### config.mk
export PLATFORM = sky130hd
export DESIGN_NAME = q2_serializer
export DESIGN_NICKNAME = d
export VERILOG_FILES = /design/src/rtl/q2_serializer.sv
export SDC_FILE = /design/constraint.sdc
export NUM_CORES = 1
export LEC_CHECK = 0
export CAP_MARGIN = 10
export CORE_UTILIZATION = 48
export CTS_BUF_LIST = sky130_fd_sc_hd__clkbuf_16
export CTS_CLUSTER_SIZE = 40
export DETAILED_ROUTE_END_ITERATION = 10
export MAX_ROUTING_LAYER = met4
export PLACE_DENSITY = 0.72
export SLEW_MARGIN = 40
export SYNTH_ARGS = -nofsm -noshare
export SYNTH_HDL_FRONTEND = slang
export SYNTH_SLANG_ARGS = --single-unit
### constraint.sdc
create_clock -name clk -period 2 [get_ports clk]
set_input_delay 0.3 -clock clk [delete_from_list [all_inputs] [get_ports clk]]
set_output_delay 0.3 -clock clk [all_outputs]
set_load 0.01 [all_outputs]
### src/rtl/q2_serializer.sv
// rtl/q2_serializer.sv - parallel-in serial-out link transmitter with one-word holding buffer
// Words are shifted MSB first; frameSync marks the first bit and done the last bit of each word.
module q2_serializer #(
  parameter int WIDTH = 8
) (
  input  logic             clk,
  input  logic             rstn,
  input  logic [WIDTH-1:0] parIn,
  input  logic             loadValid,
  output logic             loadReady,
  output logic             serialOut,
  output logic             frameSync,
  output logic             busy,
  output logic             done
);

  localparam int CW = (WIDTH > 1) ? $clog2(WIDTH) : 1;
  localparam logic [CW-1:0] LAST_CNT = CW'(WIDTH - 1);

  typedef enum logic {IDLE, SHIFT} state_t;

  state_t           state, stateNext;
  logic [CW-1:0]    bitCnt, bitCntNext;
  logic [WIDTH-1:0] shifter, shifterNext;
  logic [WIDTH-1:0] buffer, bufferNext;
  logic             bufFull, bufFullNext;
  logic             accept;
  logic             lastBit;

  assign loadReady = !bufFull;
  assign accept    = loadValid && loadReady;
  assign lastBit   = (state == SHIFT) && (bitCnt == LAST_CNT);

  always_ff @(posedge clk or negedge rstn) begin
    if (!rstn) begin
      state     <= IDLE;
      bitCnt    <= '0;
      shifter   <= '0;
      buffer    <= '0;
      bufFull   <= 1'b0;
      serialOut <= 1'b0;
      frameSync <= 1'b0;
      busy      <= 1'b0;
      done      <= 1'b0;
    end else begin
      state     <= stateNext;
      bitCnt    <= bitCntNext;
      shifter   <= shifterNext;
      buffer    <= bufferNext;
      bufFull   <= bufFullNext;
      // Flags are registered from next-state so they line up with the bit they describe.
      serialOut <= (stateNext == SHIFT) ? shifterNext[WIDTH-1] : 1'b0;
      frameSync <= (stateNext == SHIFT) && (bitCntNext == '0);
      done      <= (stateNext == SHIFT) && (bitCntNext == LAST_CNT);
      busy      <= (stateNext == SHIFT);
    end
  end

  always_comb begin
    stateNext   = state;
    bitCntNext  = bitCnt;
    shifterNext = shifter;
    bufferNext  = buffer;
    bufFullNext = bufFull;
    case (state)
      IDLE: begin
        if (accept) begin
          shifterNext = parIn;
          bitCntNext  = '0;
          stateNext   = SHIFT;
        end
      end
      SHIFT: begin
        if (lastBit) begin
          if (bufFull) begin
            shifterNext = buffer;
            bitCntNext  = '0;
            bufFullNext = 1'b0;
          end else if (accept) begin
            shifterNext = parIn;
            bitCntNext  = '0;
          end else begin
            bitCntNext = '0;
            stateNext  = IDLE;
          end
        end else begin
          if (accept) begin
            bufferNext  = parIn;
            bufFullNext = 1'b1;
          end
          shifterNext = {shifter[WIDTH-2:0], 1'b0};
          bitCntNext  = bitCnt + 1'b1;
        end
      end
      default: stateNext = IDLE;
    endcase
  end

endmodule

---- Word-level counts from Yosys, hierarchy flattened ----
Index checks and enable logic that the tools add are counted.
cells by class
  mux-type cells .......................... 14
  eq/ne operators ......................... 2
  reductions and logical operators ........ 9
  bitwise logic cells ..................... 2
  add/sub/neg operators ................... 1
operators with widths
  cell                                          count
  two-way mux 8 bit                             3
  case mux 8 bit (2 select lines)               1
  == test 3 bit (second input constant)         2
  two-way mux 1 bit                             6
  two-way mux 3 bit                             2
  case mux 3 bit (2 select lines)               1
  logical AND 1 bit                             4
  adder 3 x 1 -> 3 bit (second input constant)  1
  logical NOT 3 bit                             1
  AND reduction 3 bit                           1
  inverter 1 bit                                2
  case mux 1 bit (2 select lines)               1
  AND reduction 2 bit                           1
  nonzero test 2 bit                            1
  logical NOT 1 bit                             1
word-level totals
  input bits .............................. 11
  logic and storage cells ................. 36
  register bits after elaboration ......... 24

---- Longest topological paths before layout ----
Gate-level depths: netlist of run 1.
  word-level depth ........................ 7
  gate-level depth with buffers ........... 6
  depth with buffers taken out ............ 5

---- Worst setup path after synthesis of run 1 ----
No wires, ideal clock.
  path type ............................... flip-flop to flip-flop
  start point ............................. register bitCnt[0]
  end point ............................... register buffer[0]
  arrival time ............................ 1.587 ns
  path slack .............................. 0.289 ns
  setup time .............................. 0.125 ns
  required time ........................... 1.875 ns
  cell stages (with the launch flop) ...... 6
  buffers on the path ..................... 0
  cells stage by stage .................... dfrtp_1 ha_1 ha_1 nand2b_1 nor2_4 mux2_2
on the way
  word-level cells in the longest chain between the ends .. 4
ends and longest elaborated chain
  what                                  line  source
  start: declaration                    23    logic [CW-1:0] bitCnt, bitCntNext;
  start signal: assignment              47    bitCnt <= bitCntNext;
  == test 3 bit                         32    assign lastBit = (state == SHIFT) && (bitCnt == LAST_CNT);
  logical AND 1 bit                     32
  inverter 1 bit (no source line)       n/a
  AND reduction 3 bit (no source line)  n/a
  end signal: assignment                49    buffer <= bufferNext;
  end: declaration                      25    logic [WIDTH-1:0] buffer, bufferNext;
Every way passes these cells.
A chain may end at the register's enable or synchronous reset.

---- Worst setup path after layout of run 1 ----
  start point ............................. register bitCnt[0]
  end point ............................... register buffer[5]
Same word-level chain as after synthesis.

==> flow_metrics.py, run 1 <==
metrics = {
    "outcome": {
        "status": "finished clean",
    },
    "global_route": {
        "grt_pass1_vias": 816,
        "grt_max_degree": 24,
        "grt_use_total_pct": 22.0,
        "gr-total-overflow": 0,
        "grt_pass1_wl_mm": 3.77,
        "antenna_found_initial": 0,
    },
    "pwr": {
        "power_per_cell_area_mw_per_mm2": 1660,
        "peakVddDrop_mv": 1.10,
        "finalPower_uw": 2170,
        "p_leak_uw": 0.000569,
    },
    "logic_synthesis": {
        "synth_cell_types": 24,
        "syn-num-nets": 104,
        "synth.yosys.seq_area_share_pct": 55.6,
        "syn_area_sq_mm": 0.00104,
        "syn_inst": 91,
        "synth.avg_cell_area_sq_um": 11.4,
        "ys_warn_count": 0,
        "ys_ff_latch": 23,
    },
    "setup_path": {
        "setup.worst_path.start_class": "flop",
        "crit_fanout": 8,
        "cp-end-kind": "flop",
        "critPathArrivalTime_ps": 1950,
        "reg2reg_slack_ps": 190,
        "cp.required_ps": 2140,
        "crit_type": "reg -> reg",
        "r2r_cells": 5,
    },
    "clocking": {
        "clk_latency_ps": 250,
        "cts_resized": 0,
        "numCtsBuffers": 3,
        "cts-htree-levels": 1,
        "cts_setup_buffers": 0,
        "tritoncts": "built",
        "root_buffer": "clkbuf_16",
        "path_clk_slew_ps": 60,
        "postCtsHoldBufs": 0,
        "clock-sinks": 23,
        "cts.path.max_buffers": 2,
    },
    "layout": {
        "drive_gt1_share_pct": 13.5,
        "final_cell_mix": "dfrtp_1 (23), nand2_1 (17), clkdlybuf4s50_1 (15)",
        "area_growth_pct": 26.6,
        "layout.nets": 125,
        "fill_cells": 164,
        "n_antenna_cell": 0,
        "final_common_cell": "dfrtp_1",
        "fin_cells": 138,
    },
    "sta": {
        "hold_viol": 0,
        "finClkSkew_ps": 1.91,
        "layout_min_cycle_time_ps": 1810,
        "fmax_mhz": 552,
        "maxSlewViolCount": 0,
        "setup_viol": 0,
        "max-slew-margin-rel_pct": 81.1,
        "fin_crit_sh_pct": 90.6,
        "worstMarginPinSlew_ps": 284,
        "rsz0062_at_grt": "false",
        "setup_total_negative_slack_ps": 0,
    },
    "floorplan": {
        "std_cell_rows": 16,
        "design.die.area_sq_mm": 0.00235,
        "start_util_pct": 51.8,
        "coreArea_sq_mm": 0.00200,
        "die_x_um": 48.5,
        "pin_count": 16,
        "die_h_um": 48.5,
    },
    "route": {
        "via_per_inst": 5.87,
        "antenna_left": 0,
        "vias": 810,
        "drtPass1Iterations": 4,
        "totalWireLength_mm": 2.15,
        "drt-initial-drc-count": 27,
        "wl_per_cell_um": 15.6,
        "drc": 0,
    },
    "run": {
        "drv_cap": 0,
    },
    "placed_design": {
        "placed_cells": 134,
        "numPortBuffers": 15,
        "gp_congestion": 0.845,
        "dp_hpwl_mm": 1.41,
    },
    "hold_path": {
        "hold_path_class": "in -> async",
    },
}
-- stage by stage --
| stage | area [sq um] | setup WS, ps | util, % | hold slack, ps |
|---|---|---|---|---|
| 6_report | 1310 | 188 | 65.5 | 400 |
| 4_1_cts | 1310 | 183 | 65.5 | 414 |
| 5_1_grt | 1310 | 77.8 | 65.5 | 441 |
| 3_5_place_dp | 1230 | 187 | 61.5 | 477 |
| 2_1_floorplan | 1040 | 289 | - | 4.41 |
| 3_3_place_gp | 1230 | 249 | 61.5 | 477 |
-- state kept, by name (all words and copies together), names as in the netlist --
register and count:
done 1, buffer 8, bitCnt 3, state 1, frameSync 1, bufFull 1, serialOut 1, shifter 7
-- layout make-up --
| cell class | instances | area, sq um | area share, % |
|---|---|---|---|
| sequential | 23 | 576 | 43.9 |
| multi-input combinational | 61 | 423 | 32.3 |
| timing repair buffer | 20 | 188 | 14.3 |
| clock buffer | 3 | 75.1 | 5.73 |
| tap | 27 | 33.8 | 2.58 |
| inverter | 3 | 11.3 | 0.859 |
| clock inverter | 1 | 5.00 | 0.382 |
-- path summary, 6_finish.rpt --
path | from | end
worst max-delay path | bitCnt[0]$_DFF_PN0_ | buffer[5]$_DFFE_PN0P_
worst min-delay path | rstn | done$_DFF_PN0_
worst max register to register | bitCnt[0]$_DFF_PN0_ | buffer[5]$_DFFE_PN0P_
worst min register to register | buffer[6]$_DFFE_PN0P_ | buffer[6]$_DFFE_PN0P_
max in group asynchronous | rstn | frameSync$_DFF_PN0_
min in group clk | buffer[6]$_DFFE_PN0P_ | buffer[6]$_DFFE_PN0P_
-- power by group --
group	leakage [uW]	internal (uW)	switching [uW]
combinational	0.000252	456	444
sequential	0.000276	695	145
clock	0.0000409	269	164
-- per-layer routing --
metal  part of all wire (%)  wire length (um)  global-route usage, %  vias up
li1                       -                 -                      -      378
met1                     47              1020                   29.1      396
met2                     46               990                   31.9       30
met3                    4.7               102                   4.09        6
met4                    1.9                40                   12.7        0
met5                      0                 0                      -        -
-- worst max-delay path, stage by stage (launching register included) --
cell	delay, ps
dfrtp_1	420
ha_1	220
ha_1	180
nand2b_1	220
nor2_4	280
mux2_2	370
-- synthesized netlist by cell type --
cell type	number	area [sq um]
a21oi_1	3	15.0
a221o_1	1	10.0
a221oi_1	1	8.76
a22oi_1	1	7.51
a32o_1	3	30.0
a32oi_1	6	52.6
and3_1	1	6.26
buf_4	1	7.51
buf_6	1	11.3
clkbuf_1	2	7.51
dfrtp_1	23	576
ha_1	2	25.0
inv_1	3	11.3
mux2_1	3	33.8
mux2_2	5	56.3
nand2_1	17	63.8
nand2b_1	3	18.8
nand3b_1	1	7.51
nor2_1	1	3.75
nor2_4	1	11.3
nor2b_1	2	12.5
nor3_1	1	5.00
o21ai_0	1	5.00
o22ai_1	8	50.1
-- cells by family after synthesis --
group | after synthesis | share of synthesized area (%)
compound gates | 24 | 17.3
flops | 23 | 55.6
fa+ha+maj | 2 | 2.42
buf+inv | 7 | 3.62
simple gates | 27 | 12.4
mux | 8 | 8.70
(Power assumes the default switching activity.)
==> inputs of run 2 (changes only) <==
Settings changed: CORE_UTILIZATION 48 to 46, CTS_CLUSTER_SIZE 40 to not set, PLACE_DENSITY 0.72 to 0.73.
Clock period 2 ns to 1.5 ns, I/O delays scaled along.
==> flow_metrics.py, run 2 (synthesis gave the netlist of run 1 again) <==
metrics = {
    "pwr": {
        "power_per_cell_area_mw_per_mm2": 2260,
        "combinationalPowerShare_pct": 48.8,
        "clkPwrFrac_pct": 17.4,
        "peakVddDrop_mv": 1.56,
        "internal_power_uw": 2200,
        "switching_share_pct": 33.9,
        "power_frac_seq_pct": 33.8,
        "power_switching_uw": 1130,
        "p_leak_uw": 0.000650,
        "finalPower_uw": 3330,
    },
    "setup_path": {
        "worst_path_max_delay_cell": "dfrtp_1",
        "critPathArrivalTime_ps": 1690,
        "cp_cell_sequence": "ha_2 > ha_4 > nand2b_4 > nor2_4 > buf_12 > mux2_4",
        "critical_path.top_delay_family": "flip-flops",
        "rr_endpoint": "buffer[7]$_DFFE_PN0P_",
        "r2r_start": "bitCnt[0]$_DFF_PN0_",
        "crit_fanout": 8,
        "setup.worst_path.start_class": "flop",
        "reg2reg_slack_ps": -50,
        "crit_type": "reg -> reg",
        "cpPeakStageDelay_ps": 380,
        "path_buf_inv": 1,
        "cp.required_ps": 1640,
        "r2r_cells": 6,
        "cp-end-kind": "flop",
        "path_depth": 6,
    },
    "sta": {
        "maxSlewViolCount": 0,
        "setup_slack_ps": -47.2,
        "rsz0062_at_grt": "true",
        "worstMarginPinSlew_ps": 365,
        "hold_viol": 0,
        "fin_crit_sh_pct": 103,
        "layout_min_cycle_time_ps": 1550,
        "setup_total_negative_slack_ps": -337,
        "fmax_mhz": 646,
        "max-slew-margin-rel_pct": 75.6,
        "setup_viol": 8,
        "finClkSkew_ps": 2.11,
    },
    "placed_design": {
        "placed_cells": 141,
        "placed_cell_area_sq_mm": 0.00135,
        "numPortBuffers": 15,
        "gp_congestion": 0.810,
        "dp_hpwl_mm": 1.60,
    },
    "layout": {
        "n_antenna_cell": 0,
        "fin_area_sq_mm": 0.00147,
        "post-route-util_pct": 72.0,
        "fill_cells": 151,
        "top_regs": "buffer (8), shifter (7), bitCnt (3)",
        "layout.nets": 137,
        "drive_gt1_share_pct": 29.3,
        "top_register": "buffer",
        "fin_cells": 150,
        "area_growth_pct": 41.9,
        "largest_reg_flops": 8,
        "final_cell_mix": "dfrtp_1 (21), nand2_1 (16), buf_4 (16)",
        "final_common_cell": "dfrtp_1",
    },
    "route": {
        "vias": 869,
        "totalWireLength_mm": 2.43,
        "drt-initial-drc-count": 27,
        "wl_per_cell_um": 16.2,
        "via_per_inst": 5.79,
        "drc": 0,
        "antenna_left": 0,
        "drtPass1Iterations": 4,
    },
    "clocking": {
        "path_clk_slew_ps": 60,
        "clock-sinks": 23,
        "clk_latency_ps": 260,
        "cts.path.max_buffers": 2,
        "root_buffer": "clkbuf_16",
        "tritoncts": "built",
        "postCtsHoldBufs": 0,
        "numCtsBuffers": 3,
        "cts-htree-levels": 1,
    },
    "floorplan": {
        "std_cell_rows": 16,
        "die_h_um": 49.5,
        "pin_count": 16,
        "die_x_um": 49.5,
        "coreArea_sq_mm": 0.00204,
        "start_util_pct": 50.7,
        "design.die.area_sq_mm": 0.00245,
    },
    "global_route": {
        "antenna_found_initial": 0,
        "gr-total-overflow": 0,
        "grt_use_total_pct": 22.8,
        "grt_pass1_wl_mm": 3.95,
        "grt_pass1_vias": 843,
        "grt_max_degree": 24,
    },
    "outcome": {
        "violations": "negative setup slack",
        "status": "finished, violations left",
    },
    "run": {
        "drv_cap": 0,
    },
    "hold_path": {
        "hold_path_class": "in -> async",
    },
}
==> run 2: changes by cell type in the layout (fill, tap and decap cells not counted), moves of 2 or more <==
cell and change:
buf_4 +11, mux2_4 +8, mux2_2 -5, mux2_1 -3
dfrtp_1 -2, dfrtp_2 +2, ha_1 -2
==> run 2: worst register-to-register path: stages, from the launching register on <==
cell and delay (ps):
dfrtp_1 380, ha_2 200, ha_4 170, nand2b_4 150
nor2_4 100, buf_12 140, mux2_4 300
==> run 2: stage by stage <==
stage	setup slack [ps]	hold WS, ps
6_report	-47.2	319
5_1_grt	-112	351
4_1_cts	-51.6	333
3_5_place_dp	-142	502
3_3_place_gp	-82.1	502
2_1_floorplan	-82.4	-70.6
==> run 2: worst max path at each step <==
stage | from | to | slack (ps)
final | bitCnt[0]$_DFF_PN0_ | buffer[7]$_DFFE_PN0P_ | -50
after global routing | bitCnt[1]$_DFF_PN0_ | buffer[7]$_DFFE_PN0P_ | -110
after CTS | bitCnt[0]$_DFF_PN0_ | buffer[7]$_DFFE_PN0P_ | -50
after detailed placement | loadValid | shifter[0]$_DFF_PN0_ | -140
after global placement | loadValid | shifter[0]$_DFF_PN0_ | -80
after floorplan | bitCnt[0]$_DFF_PN0_ | buffer[0]$_DFFE_PN0P_ | -80
==> run 2: cell type report <==
class / count / area [sq um] / share of cell area [%]
Tap cell: 27 / 33.8 / 2.30
Sequential cell: 23 / 578 / 39.3
Timing Repair Buffer: 32 / 289 / 19.7
Clock inverter: 1 / 5.00 / 0.340
Inverter: 3 / 11.3 / 0.766
Multi-Input combinational cell: 61 / 478 / 32.5
Clock buffer: 3 / 75.1 / 5.11
==> run 2: per-layer routing <==
metal / global-route usage [%] / vias to the layer above / wire length [um]
met3: 5.86 / 6 / 168
li1: - / 402 / -
met4: 11.0 / 0 / 31
met2: 34.2 / 45 / 1160
met1: 28.7 / 416 / 1060
met5: - / - / 0
==> run 2: what timing repair did <==
action / 4_1_cts / 5_1_grt
endpoints found under the setup margin: 11 / 10
buffers inserted: 4 / 1
pin swaps: 1 / 0
resized for setup: 4 / 0
endpoints found under the hold margin: 0 / 0
==> run 2: power groups by stage <==
stage | sequential, uW | combinational [uW] | clock [uW]
after floorplan | 1110 | 973 | 0
after global placement | 1130 | 1430 | 0
after detailed placement | 1140 | 1480 | 0
after CTS | 1130 | 1590 | 585
after global routing | 1160 | 1760 | 610
final | 1130 | 1620 | 579
==> inputs of run 3 (changes only) <==
Settings changed: ABC_AREA set to 1, CORE_UTILIZATION 46 to 48, PLACE_DENSITY 0.73 to 0.74.
==> flow_metrics.py, run 3 <==
metrics = {
    "outcome": {
        "status": "finished clean",
    },
    "logic_synthesis": {
        "syn_area_sq_mm": 0.00121,
        "synth_top_area_share_pct": 49.5,
        "ys_ff_latch": 24,
        "synthAdderAreaFrac_pct": 2.06,
        "synth.yosys.seq_area_share_pct": 49.5,
        "synth_cell_types": 20,
        "syn-num-nets": 157,
        "synth_compound_area_share_pct": 12.7,
        "synth_common_cells": "nand2_1 (40), dfrtp_1 (24), nor2_1 (19)",
        "yosys.area.top_type": "dfrtp_1",
        "synth_mux_area_share_pct": 0,
        "synth_ff_type": "dfrtp_1",
        "synth.avg_cell_area_sq_um": 8.43,
        "synth-simple-area-share_pct": 26.6,
        "yosysMostFrequentCell": "nand2_1",
        "yosys.area_share.xor_xnor_pct": 0,
        "synth-edff-count": 0,
        "synth_area_leaders": "dfrtp_1 (49%), nand2_1 (12%), nor2_1 (5.9%)",
        "syn_inst": 144,
        "async_flop_share_pct": 100,
        "ys_warn_count": 0,
        "synth_top_family_by_area": "simple AND/OR/NAND/NOR gates",
    },
    "layout": {
        "layout.nets": 189,
        "top_regs": "buffer (8), shifter (8), bitCnt (3)",
        "n_antenna_cell": 0,
        "final_cell_mix": "nand2_1 (37), dfrtp_1 (22), nor2_1 (18)",
        "drive_gt1_share_pct": 24.0,
        "area_growth_pct": 33.0,
        "final_common_cell": "nand2_1",
    },
    "route": {
        "vias": 1068,
        "wl_per_cell_um": 14.6,
        "via_per_inst": 5.26,
        "antenna_left": 0,
        "drc": 0,
        "drt-initial-drc-count": 21,
        "drtPass1Iterations": 4,
        "totalWireLength_mm": 2.97,
    },
    "setup_path": {
        "critPathArrivalTime_ps": 1240,
        "path_buf_inv": 1,
        "critical_path.top_delay_family": "buffers and inverters",
        "setup.worst_path.start_class": "flop",
        "cp-end-kind": "output port",
        "cp.required_ps": 1270,
        "crit_fanout": 6,
        "crit_type": "reg -> out",
        "worst_path_max_delay_cell": "clkdlybuf4s50_1",
        "cpPeakStageDelay_ps": 560,
        "cp_cell_sequence": "clkdlybuf4s50_1",
    },
    "clocking": {
        "root_buffer": "clkbuf_16",
        "path_clk_slew_ps": 70,
        "clk_latency_ps": 260,
        "clock-sinks": 24,
        "cts-htree-levels": 1,
        "cts.path.max_buffers": 2,
        "numCtsBuffers": 3,
        "tritoncts": "built",
        "postCtsHoldBufs": 0,
    },
    "global_route": {
        "grt_pass1_vias": 991,
        "grt_pass1_wl_mm": 4.62,
        "grt_use_total_pct": 24.5,
        "grt_max_degree": 25,
        "gr-total-overflow": 0,
        "antenna_found_initial": 0,
    },
    "floorplan": {
        "start_util_pct": 52.8,
        "design.die.area_sq_mm": 0.00273,
        "std_cell_rows": 17,
        "pin_count": 16,
        "die_x_um": 52.3,
        "die_h_um": 52.3,
        "coreArea_sq_mm": 0.00230,
    },
    "sta": {
        "max-slew-margin-rel_pct": 78.7,
        "rsz0062_at_grt": "true",
        "setup_slack_ps": 35.7,
        "worstMarginPinSlew_ps": 319,
        "layout_min_cycle_time_ps": 1460,
        "holdWs_ps": 319,
        "finClkSkew_ps": 6.71,
        "fmax_mhz": 683,
        "maxSlewViolCount": 0,
        "setup_viol": 0,
        "fin_crit_sh_pct": 97.6,
        "hold_viol": 0,
    },
    "hold_path": {
        "hold_path_class": "in -> async",
    },
    "run": {
        "drv_cap": 0,
    },
    "pwr": {
        "power_per_cell_area_mw_per_mm2": 2180,
        "peakVddDrop_mv": 1.64,
        "p_leak_uw": 0.000822,
    },
    "placed_design": {
        "pre_cts_slack_ps": -40.7,
        "numPortBuffers": 15,
        "dp_hpwl_mm": 1.84,
        "gp_congestion": 0.798,
    },
}
==> run 3: path summary, 6_finish.rpt <==
check | cells past startpoint | from | endpoint | slack (ps)
worst max-delay path | 1 | state$_DFF_PN0_ | busy | 40
worst min-delay path | 2 | rstn | buffer[2]$_DFFE_PN0P_ | 320
worst max register to register | 6 | bitCnt[0]$_DFF_PN0_ | buffer[3]$_DFFE_PN0P_ | 40
worst min register to register | 2 | buffer[2]$_DFFE_PN0P_ | buffer[2]$_DFFE_PN0P_ | 490
max in group asynchronous | 2 | rstn | state$_DFF_PN0_ | 920
min in group clk | 2 | buffer[2]$_DFFE_PN0P_ | buffer[2]$_DFFE_PN0P_ | 490
==> run 3: cells by family after synthesis <==
kind of cell               after synthesis
DFF                                     24
buffers and inverters                   20
AOI/OAI and AO/OA                       25
adders and majority gates                2
and+or+nand+nor                         73
==> run 3: layout make-up <==
class | count | area, sq um
fillers | 198 | 683
flip-flops and latches | 24 | 603
multi-input cells | 101 | 542
repair buffers | 30 | 262
clock buffers | 3 | 75.1
inverters | 16 | 67.6
well taps | 28 | 35.0
clock inverters | 1 | 30.0
==> run 3: layer usage <==
layer  global-route usage (%)  share of wire (%)  vias up
met5                        -                  0        -
met1                     29.1                 41      504
met2                     42.2                 51       32
met4                     11.0                3.7        0
met3                     2.03                4.2       11
li1                         -                  -      521
==> run 3: metrics by stage <==
stage          utilization (%)  power (uW)  setup TNS [ps]  cells  area, sq um
4_1_cts                   67.6        3320           -6.03    198         1550
3_3_place_gp              62.3        2450               0    193         1430
5_1_grt                   70.3        3750            -299    203         1610
3_5_place_dp              62.3        2490            -179    193         1430
6_report                  70.3        3510               0    203         1610
2_1_floorplan                -        2060               0    144         1210
==> run 3: timing repair <==
item                                    4_1_cts  5_1_grt
resized for setup                             6        7
hold endpoints to repair                      0        0
cloned                                        0        1
endpoints found under the setup margin       17       20
setup buffers                                 1        4
pin swaps                                     0        3
==> run 3: where the power goes <==
group | total (uW) | switching [uW] | internal (uW)
combinational | 1630 | 920 | 714
clock | 768 | 238 | 531
sequential | 1110 | 185 | 924
total | 3510 | 1340 | 2170
